File: src/rtl/bopit_round_sequencer.sv
// Bop-it round controller: requests a move from the generator, times and judges the
// player's answer, and tracks score, lives and difficulty.
module bopit_round_sequencer #(
    parameter int unsigned MOVE_W   = 13,
    parameter int unsigned PLAY_N   = 13,
    parameter int unsigned ELEM_MAX = 4,
    parameter int unsigned LEVEL_UP = 4,
    parameter int unsigned T_START  = 64,
    parameter int unsigned T_STEP   = 8,
    parameter int unsigned T_MIN    = 16,
    parameter int unsigned LIVES    = 3,
    parameter int unsigned STABLE   = 4
) (
    input  logic              clk,
    input  logic              rst_n,
    input  logic              game_start,
    input  logic              tick,
    input  logic              gen_ready,
    input  logic [MOVE_W-1:0] gen_move,
    input  logic [MOVE_W-1:0] player_in,
    output logic              gen_start,
    output logic [3:0]        num_play,
    output logic [2:0]        num_elements,
    output logic [MOVE_W-1:0] target_move,
    output logic              round_active,
    output logic              pass_p,
    output logic              fail_p,
    output logic [7:0]        score,
    output logic [1:0]        lives,
    output logic              game_over
);

    localparam int unsigned WIN_W  = 8;
    localparam int unsigned STAB_W = $clog2(STABLE + 1);
    localparam int unsigned PCNT_W = $clog2(LEVEL_UP + 1);
    // Smallest window that can still shrink by a full step without going below the floor.
    localparam logic [WIN_W:0] WIN_SHRINK_MIN = (WIN_W + 1)'(T_MIN + T_STEP);

    typedef enum logic [2:0] {
        S_IDLE,
        S_REQ,
        S_GEN_LO,
        S_GEN_HI,
        S_RELEASE,
        S_WAIT_IN,
        S_JUDGE,
        S_OVER
    } state_t;

    state_t              state, state_d;
    logic                gen_start_d, pass_d, fail_d, round_active_d, game_over_d;
    logic [2:0]          num_elements_d;
    logic [MOVE_W-1:0]   target_move_d;
    logic [7:0]          score_d;
    logic [1:0]          lives_d;
    logic [WIN_W-1:0]    window, window_d;
    logic [WIN_W-1:0]    timer, timer_d;
    logic [PCNT_W-1:0]   pass_cnt, pass_cnt_d;
    logic [MOVE_W-1:0]   stab_val, stab_val_d, stab_val_nx;
    logic [STAB_W-1:0]   stab_cnt, stab_cnt_d, stab_cnt_nx;
    logic                commit_c, timeout_c;

    assign num_play = 4'(PLAY_N);

    // Track how long player_in has been nonzero and unchanged.
    always_comb begin
        stab_val_nx = player_in;
        stab_cnt_nx = STAB_W'(1);
        if (player_in == '0) begin
            stab_val_nx = '0;
            stab_cnt_nx = '0;
        end else if ((player_in == stab_val) && (stab_cnt != '0)) begin
            stab_val_nx = stab_val;
            stab_cnt_nx = stab_cnt + STAB_W'(1);
        end
    end

    assign commit_c  = (stab_cnt_nx == STAB_W'(STABLE));
    assign timeout_c = tick && (timer <= WIN_W'(1));

    // Next-state and next-output logic.
    always_comb begin
        state_d        = state;
        gen_start_d    = 1'b0;
        pass_d         = 1'b0;
        fail_d         = 1'b0;
        round_active_d = 1'b0;
        game_over_d    = game_over;
        num_elements_d = num_elements;
        target_move_d  = target_move;
        score_d        = score;
        lives_d        = lives;
        window_d       = window;
        timer_d        = timer;
        pass_cnt_d     = pass_cnt;
        stab_val_d     = stab_val;
        stab_cnt_d     = stab_cnt;

        case (state)
            S_IDLE, S_OVER: begin
                if (game_start) begin
                    score_d        = '0;
                    lives_d        = 2'(LIVES);
                    num_elements_d = 3'd1;
                    window_d       = WIN_W'(T_START);
                    pass_cnt_d     = '0;
                    game_over_d    = 1'b0;
                    target_move_d  = '0;
                    gen_start_d    = 1'b1;
                    state_d        = S_REQ;
                end
            end

            S_REQ: state_d = S_GEN_LO;

            // A ready left high from the previous move must drop before a new one counts.
            S_GEN_LO: begin
                if (!gen_ready) state_d = S_GEN_HI;
            end

            S_GEN_HI: begin
                if (gen_ready && (gen_move != '0)) begin
                    target_move_d = gen_move;
                    state_d       = S_RELEASE;
                end
            end

            S_RELEASE: begin
                if (player_in == '0) begin
                    timer_d        = window;
                    stab_val_d     = '0;
                    stab_cnt_d     = '0;
                    round_active_d = 1'b1;
                    state_d        = S_WAIT_IN;
                end
            end

            S_WAIT_IN: begin
                round_active_d = 1'b1;
                stab_val_d     = stab_val_nx;
                stab_cnt_d     = stab_cnt_nx;
                if (tick && (timer != '0)) timer_d = timer - WIN_W'(1);

                // Commit wins over a simultaneous timeout.
                if (commit_c || timeout_c) begin
                    round_active_d = 1'b0;
                    state_d        = S_JUDGE;
                    if (commit_c && (player_in == target_move)) begin
                        pass_d  = 1'b1;
                        score_d = (score == 8'hFF) ? score : score + 8'd1;
                        if (pass_cnt == PCNT_W'(LEVEL_UP - 1)) begin
                            pass_cnt_d     = '0;
                            num_elements_d = (num_elements < 3'(ELEM_MAX)) ?
                                             num_elements + 3'd1 : num_elements;
                            window_d       = ({1'b0, window} >= WIN_SHRINK_MIN) ?
                                             window - WIN_W'(T_STEP) : WIN_W'(T_MIN);
                        end else begin
                            pass_cnt_d = pass_cnt + PCNT_W'(1);
                        end
                    end else begin
                        fail_d     = 1'b1;
                        lives_d    = lives - 2'd1;
                        pass_cnt_d = '0;
                    end
                end
            end

            S_JUDGE: begin
                target_move_d = '0;
                if (lives == '0) begin
                    game_over_d = 1'b1;
                    state_d     = S_OVER;
                end else begin
                    gen_start_d = 1'b1;
                    state_d     = S_REQ;
                end
            end

            default: state_d = S_IDLE;
        endcase
    end

    // State and output registers.
    always_ff @(posedge clk or negedge rst_n) begin
        if (!rst_n) begin
            state        <= S_IDLE;
            gen_start    <= 1'b0;
            pass_p       <= 1'b0;
            fail_p       <= 1'b0;
            round_active <= 1'b0;
            game_over    <= 1'b0;
            num_elements <= 3'd1;
            target_move  <= '0;
            score        <= '0;
            lives        <= 2'(LIVES);
            window       <= WIN_W'(T_START);
            timer        <= '0;
            pass_cnt     <= '0;
            stab_val     <= '0;
            stab_cnt     <= '0;
        end else begin
            state        <= state_d;
            gen_start    <= gen_start_d;
            pass_p       <= pass_d;
            fail_p       <= fail_d;
            round_active <= round_active_d;
            game_over    <= game_over_d;
            num_elements <= num_elements_d;
            target_move  <= target_move_d;
            score        <= score_d;
            lives        <= lives_d;
            window       <= window_d;
            timer        <= timer_d;
            pass_cnt     <= pass_cnt_d;
            stab_val     <= stab_val_d;
            stab_cnt     <= stab_cnt_d;
        end
    end

endmodule

File: config.mk
export PLATFORM = sky130hd
export DESIGN_NAME = bopit_round_sequencer
export DESIGN_NICKNAME = d
export VERILOG_FILES = /design/src/rtl/bopit_round_sequencer.sv
export SDC_FILE = /design/constraint.sdc
export NUM_CORES = 1
export LEC_CHECK = 0
export CAP_MARGIN = 20
export CORE_MARGIN = 2
export CORE_UTILIZATION = 31
export DETAILED_ROUTE_END_ITERATION = 8
export PLACE_DENSITY = 0.62
export SETUP_SLACK_MARGIN = 0.02
export SLEW_MARGIN = 20
export SYNTH_ARGS = -nofsm -noshare
export SYNTH_HDL_FRONTEND = slang
export SYNTH_SLANG_ARGS = --single-unit
export TNS_END_PERCENT = 30
File: constraint.sdc
create_clock -name clk -period 5.4 [get_ports clk]
set_input_delay 0.54 -clock clk [delete_from_list [all_inputs] [get_ports clk]]
set_output_delay 0.54 -clock clk [all_outputs]
set_load 0.01 [all_outputs]
# After elaboration in Yosys (flattened, before gate mapping)
# Cells that the tools add are included.
# totals
register_bits	69
# op_classes
add_sub_neg	7
order_cmp	3
eq_ne	25
mux	61
n_reduce_logical	28
# op_table
op	count
8-bit two-way mux	11
13-bit two-way mux	5
3-bit two-way mux	17
8-bit case mux with 2 select lines	3
13-bit case mux with 3 select lines	1
13-bit == test	2
13-bit case mux with 2 select lines	1
2-bit != test (second input constant)	12
3-bit case mux with 7 select lines	1
3-bit case mux with 2 select lines	3
3-bit == test (second input constant)	5
3-bit AND reduction	5
5-bit AND reduction	3
13-bit logical NOT	1
13-bit nonzero test	1
1-bit two-way mux	12
3-bit by 1-bit adder with 3-bit output (second input constant)	3
3-bit by 2-bit == test with 1-bit output (second input constant)	3
8-bit by 1-bit adder with 8-bit output (second input constant)	1
8-bit == test (second input constant)	1
8-bit by 5-bit greater-or-equal comparator with 1-bit output (second input constant)	1
8-bit by 1-bit <= comparator with 1-bit output (second input constant)	1
8-bit nonzero test	1
8-bit by 1-bit subtractor with 8-bit output (second input constant)	1
18 further kinds	29

# Logic depth before layout (Yosys ltp)
# depth
word_depth	9
ltp_mapped	9
ltp_nobuf	9

# Worst setup path after synthesis
# No wires, ideal clock.
# synth_path
path_kind	flip-flop to flip-flop
start	register stab_cnt[0]
end	register window[3]
arrival_ns	2.070
path_slack_ns	3.264
stages_incl_launch_ff	9
n_path_buf	0
cell_sequence	dfrtp_1 -> inv_1 -> ha_1 -> nor3_1 -> nand3_1 -> nor4_4 -> nand2b_2 -> or4_1 -> nand2_1
# synth_via
elab_chain_len	8
word_cells_on_any_way	11
# synth_rtl
element	line	text
from (decl)	60	logic [STAB_W-1:0] stab_cnt, stab_cnt_d, stab_cnt_nx;
from (signal assigned)	216	stab_cnt <= stab_cnt_d;
parallel branches: the longest is 2 deep, another holds 3-bit by 1-bit adder with 3-bit output	n/a	
3-bit two-way mux (*)	72	end else if ((player_in == stab_val) && (stab_cnt != '0)) begin
3-bit two-way mux (*)	69	if (player_in == '0) begin
3-bit == test (*)	78	assign commit_c = (stab_cnt_nx == STAB_W'(STABLE));
1-bit logical AND or 1-bit logical OR (tied branches)	148, 145	
2-bit != test (no source line)	n/a	
5-bit AND reduction (no source line) (*)	n/a	
to (signal assigned)	196	window <= WIN_W'(T_START);
to (signal assigned)	212	window <= window_d;
to (decl)	56	logic [WIN_W-1:0] window, window_d;
# Every way passes the cells marked *.
# A chain may end at the register's enable or synchronous reset.

# Worst setup path after layout
# layout_path
start	input player_in[10]
end	register score[7]
# layout_via
elab_chain_len	8
word_cells_on_any_way	12
# layout_rtl
element	line	text
from (decl)	20	input logic [MOVE_W-1:0] player_in,
13-bit == test	72	
1-bit logical AND	72	
3-bit two-way mux	72	
3-bit two-way mux	69	
3-bit == test	78	
1-bit logical AND or 1-bit logical OR (tied branches)	148, 145	
2-bit != test (no source line)	n/a	
5-bit AND reduction (no source line) (*)	n/a	
to (signal assigned)	210	score <= score_d;
to (decl)	28	output logic [7:0] score,
# Every way passes the cells marked *; elsewhere a longest branch is shown, timed or not.

==> results by group <==
Worst setup path
  • Worst EP arrival: 3240 ps
  • Crit start category: primary input
  • Worst Setup End Kind: register
  • Critical Path RT: 5580 ps
  • Largest fanout on the critical path: 12
  • Crit Path Class: primary input to register

Die
  • Num rows: 39
  • Ports: 66
  • Core area: 11470 um2
  • Initial Util: 0.3195
  • Die span in y: 112.7 um
  • Die W: 112.7 um
  • Die area: 12700 um2

STA
  • Slew headroom: 0.3030
  • Skew final: 7.572 ps
  • Final setup viols: 0
  • Total Neg Setup Slack: 0 ps
  • Fmax: 0.3264 GHz
  • PnR worst setup slack: 2336 ps
  • Final Hold Viols: 0
  • Tcrit/Tclk final: 0.5674
  • Final Max Tran Viols: 0
  • Crit path time final: 3064 ps
  • RSZ-0062 raised after global routing: no
  • Slew @ Worst Pin: 1046 ps

Placed design
  • Final HPWL DP: 6651 um
  • DP Cell Count: 588
  • IO buf count: 61
  • Worst slack at placement: 2014 ps
  • Routability cong.: 0.8741

Yosys
  • Simple logic cell fraction of the synthesized area: 0.2005
  • Post-synth EDFFs: 0
  • Compound-gate portion of the synthesized area: 0.1947
  • Most frequent cells after synthesis: dfrtp_1, o21ai_0, nand2_1
  • Post-synth ARST share: 1.000
  • Dominant synthesized flop cell: dfrtp_1
  • Cell count after synthesis: 400
  • Synth warn: 0
  • Count leader, synth: dfrtp_1
  • XOR/XNOR share of the synthesized area: 0.06455
  • Adder-cell share of the synthesized area: 0.03074
  • Synth top area share: 0.4235
  • Yosys top cell by area: dfrtp_1
  • Multiplexer area fraction after synthesis: 0
  • FF+latch count, synth: 66
  • Mean Syn Cell Area: 9.159 um2
  • Largest family of logic cells by synthesized area: simple AND/OR/NAND/NOR gates
  • Synth Cell Area: 3664 um2
  • Ranking of synthesized cells by area: dfrtp_1, xor2_1, o21ai_0, a22o_1, nand3_1
  • Yosys cell types: 49
  • Post-synthesis sequential area ratio: 0.4522

Global route
  • Vias in the first global route: 3092
  • Initial antenna violation count: 0
  • Total track usage: 0.1520
  • Largest net degree at the start of global routing: 67
  • Global-route wire length before repair: 15530 um
  • GRT overflow: 0

CTS
  • Post-CTS setup repair buffer count: 0
  • H-tree levels: 3
  • Maximum buffer depth of the clock tree: 2
  • CTS buffer count: 9
  • CTS Sinks: 66
  • Clock Tree Root: clkbuf_16
  • Cells resized by post-CTS repair: 0
  • Clock insertion delay at the later pin of the skew report: 330 ps
  • Worst-path clk slew: 60 ps
  • CTS tree: done
  • Hold_buf cts: 0

Power
  • Switch Pwr: 0.0006477 W
  • VDD IR max: 183.4 uV
  • Power Density: 397.0 nW/um2
  • Internal power: 0.001193 W
  • Gate power share: 0.315
  • Power share of the sequential group: 0.399
  • Switching portion of total power: 0.3518
  • Clock power share: 0.286
  • Leak pwr: 2.007 nW

Route
  • Routed vias: 3143
  • Drt pass-1 iters: 4
  • Drt drc: 0
  • Vias/cell: 5.204
  • First DRT Iteration DRCs: 183
  • Post-Route WL: 9233 um
  • DRT antenna net count: 0
  • Routed WL per cell: 15.29 um

Final layout
  • Sequential cell area: 1657 um2
  • Layout cell share with drive strength beyond 1: 0.06941
  • Filler cells: 1160
  • Final cell count without fillers: 604
  • Multi-input gate area: 1812 um2
  • Finished Core Util: 0.4044
  • Layout net count: 496
  • # diodes: 0
  • P&R area growth vs syn: 26.57%

Flow run
  • Max Cap Viol: 0

Outcome
  • Status: finished, final reports clean

Min path
  • Worst Hold Class: primary input to asynchronous set/reset pin
[layer usage]
metal,part of all wire,routed length [um],vias to the layer above,global-route usage
met3,0.048,444,10,0.03642
met4,0.013,121,0,0.05203
met1,0.46,4272,1516,0.2026
li1,-,-,1532,-
met5,0,0,-,0
met2,0.48,4395,85,0.2435
[registers in the layout, indices dropped and copies added (netlist names)]
| register | count |
|---|---|
| stab_val | 13 |
| target_move | 13 |
| score | 8 |
| timer | 8 |
| window | 5 |
| num_elements | 3 |
| pass_cnt | 3 |
| stab_cnt | 3 |
| state | 3 |
| lives | 2 |
| fail_p | 1 |
| game_over | 1 |
| gen_start | 1 |
| pass_p | 1 |
| round_active | 1 |
[logic make-up after synthesis]
group	count (synthesis)
XOR/XNOR	27
AND/OR/NAND/NOR	138
AO/OA/AOI/OAI	111
buffers and inverters	47
other	2
adder cells (fa/ha/maj)	9
flip-flops	66
[through the flow]
step	power, W	cell area [um2]	hold slack (ps)
floorplan	0.001082	3671	244.4
global placement	0.001312	4373	475.3
detailed placement	0.001322	4373	477.2
CTS	0.001856	4637	438.9
global route	0.001952	4637	459.6
finish	0.001841	4637	377.9
[path summary, 6_finish.rpt]
kind	startpoint	end	depth (start not counted)	slack [ps]
worst min register to register	pass_cnt[2]	pass_cnt[2]	1	490
max in group asynchronous	rst_n	score[4]	2	4450
min in group clk	pass_cnt[2]	pass_cnt[2]	1	490
worst max-delay path	player_in[10]	score[7]	9	2340
worst min-delay path	rst_n	stab_val[9]	2	380
worst max register to register	stab_cnt[0]	score[7]	9	2360
[power by group through the flow]
stage / combinational [W] / clock (W) / sequential [W]
2_1_floorplan: 0.000376 / 0 / 0.000705
3_3_place_gp: 0.000571 / 0 / 0.000740
3_5_place_dp: 0.000582 / 0 / 0.000739
4_1_cts: 0.000583 / 0.000538 / 0.000735
5_1_grt: 0.000642 / 0.000559 / 0.000752
6_report: 0.000580 / 0.000526 / 0.000735
[cells in the final DEF (no fill, tap or decap), drive strengths merged, types with 12 or more instances in the layout]
cell,instances
inv,26
nand2,29
nor4,12
dfrtp,62
nand3,23
a22o,15
a21oi,22
o21ai,39
nor3,15
clkdlybuf4s50,60
xor2,24
nor2,25
[worst max-delay path, cell delays in order]
cell             delay, ps
clkdlybuf4s50_1        530
xor2_1                 200
nor4_2                 330
nand3_1                160
nor4_4                 680
nand2_1                300
inv_2                  250
nand4_1                100
nor3b_1                140
[layout make-up]
cell class	instances	share of cell area
Sequential cell	66	0.3573
Tap cell	143	0.03859
Clock inverter	5	0.006746
Multi-Input combinational cell	289	0.3907
Timing Repair Buffer	64	0.1355
Inverter	26	0.02105
Clock buffer	11	0.05019
No activity file was read; power rests on OpenSTA's default activity.
==> edit: new RTL, config.mk and constraints unchanged <==
Reset style: synchronous (`rst_n`), changed in one clocked block.
--- a/src/rtl/bopit_round_sequencer.sv
+++ b/src/rtl/bopit_round_sequencer.sv
@@ -181,7 +181,7 @@
     end
 
     // State and output registers.
-    always_ff @(posedge clk or negedge rst_n) begin
+    always_ff @(posedge clk) begin
         if (!rst_n) begin
             state        <= S_IDLE;
             gen_start    <= 1'b0;
Check against the original RTL: differs if rst_n is asserted again (counterexample within 4 cycles, from zero or initial values and one cycle with rst_n low); with rst_n held inactive, the same outputs for 10 cycles.
==> edit against the unedited design <==
Sequential cell count stayed put. Critical path type unchanged. Area after synthesis fell by 1.2%. Die area is 1.1% lower. Worst setup slack improved by 0.22 ns. Design area decreased by 0.30%. Routed wire length grew 4.0%. Highest routed layer unchanged.
Power is not compared: it rests on default switching activity, and its combinational part moved more than twofold at a synthesized area within 25%.
==> edit: results (changes against the unedited design) <==
[synth]
synth_seq_area_share_pct=36.49  ; -8.7 points
synth-async-reset-ratio_pct=0  ; -100 points
synth.avg_cell_area_sq_um=8.192  ; -11%
yosys-top-cells-area=dfxtp_1 (36%), nor2_1 (5.5%), nand2_1 (4.7%)
synth_cell_type_count=56  ; +14%

[place]
dpl.cell_count=628  ; +6.8%
dp_hpwl_microns=6949  ; +4.5%
placedInstanceArea_sq_mm=0.004319  ; -1.2%
routabilityCongestion=0.8476  ; -3.0%

[sta]
fin_crit_ns=2.848  ; -0.2163 ns
tightestPinTransition_ns=0.8593  ; -0.1862 ns
whs_ns=0.4865  ; +0.1086 ns

[grt]
grt_pass1_vias=3332  ; +7.8%
grt_util_met3_pct=4.212  ; +0.57 points
use_met1_pct=20.34  ; +0.076 points
grt_first_pass_wirelength_microns=16280  ; +4.9%
grt_util_all_layers_pct=15.80  ; +0.60 points

[hold_path]
hold_class=register to register

[drt]
drt-total-wl_microns=9598  ; +4.0%
vias=3418  ; +8.7%
wl_met1_microns=4586  ; +7.4%
wl_met2_microns=4412  ; +0.39%
wl_met3_microns=472  ; +6.3%
drt_iter0_drc=237  ; +30%

[setup_path]
critical-path-max-stage-delay_ns=0.54  ; -0.14 ns
reg2reg_depth=8  ; -1
reg2reg_from=state[0]
arrival_ns=3.07  ; -0.17 ns
cpMaxStageDelayCell=o31ai_1
r2r_setup_slack_ns=2.67  ; +0.31 ns

[finish]
fillCellCount=1158  ; -0.17%
nets=537  ; +8.3%
drive_above_1_share_pct=8.167  ; +1.2 points
fin_cells=645  ; +6.8%

[status]
status=finished, final reports clean

## edit: cell families (layout without fill, tap and decap cells)
kind of cell | count (synthesis) | count (layout) | share of synthesized area [%]
AOI/OAI and AO/OA | 113 | 113 | 21.15
xor gates and xnor gates | 29 | 29 | 7.015
adders and majority gates | 9 | 9 | 3.110
buffers and inverters | 43 | 101 | 5.425
DFF | 66 | 66 | 36.49
muxes | 6 | 6 | 1.693
other | 2 | 4 | 0.2074
and+or+nand+nor | 174 | 174 | 24.91
## edit: critical path, delay by kind of cell
kind | cells | cell delay, ns
simple gates | 4 | 1.14
buf+inv | 1 | 0.51
compound gates | 2 | 0.69
xor+xnor | 1 | 0.19
## edit: final cells by class
type                            instances  area [sq um]  share of cell area [%]
Timing Repair Buffer                   65         660.6                   14.29
Tap cell                              143         178.9                   3.870
Clock inverter                          5         30.03                  0.6495
Multi-Input combinational cell        335          2115                   45.74
Inverter                               20         75.07                   1.624
Clock buffer                           11         242.7                   5.250
Sequential cell                        66          1321                   28.58
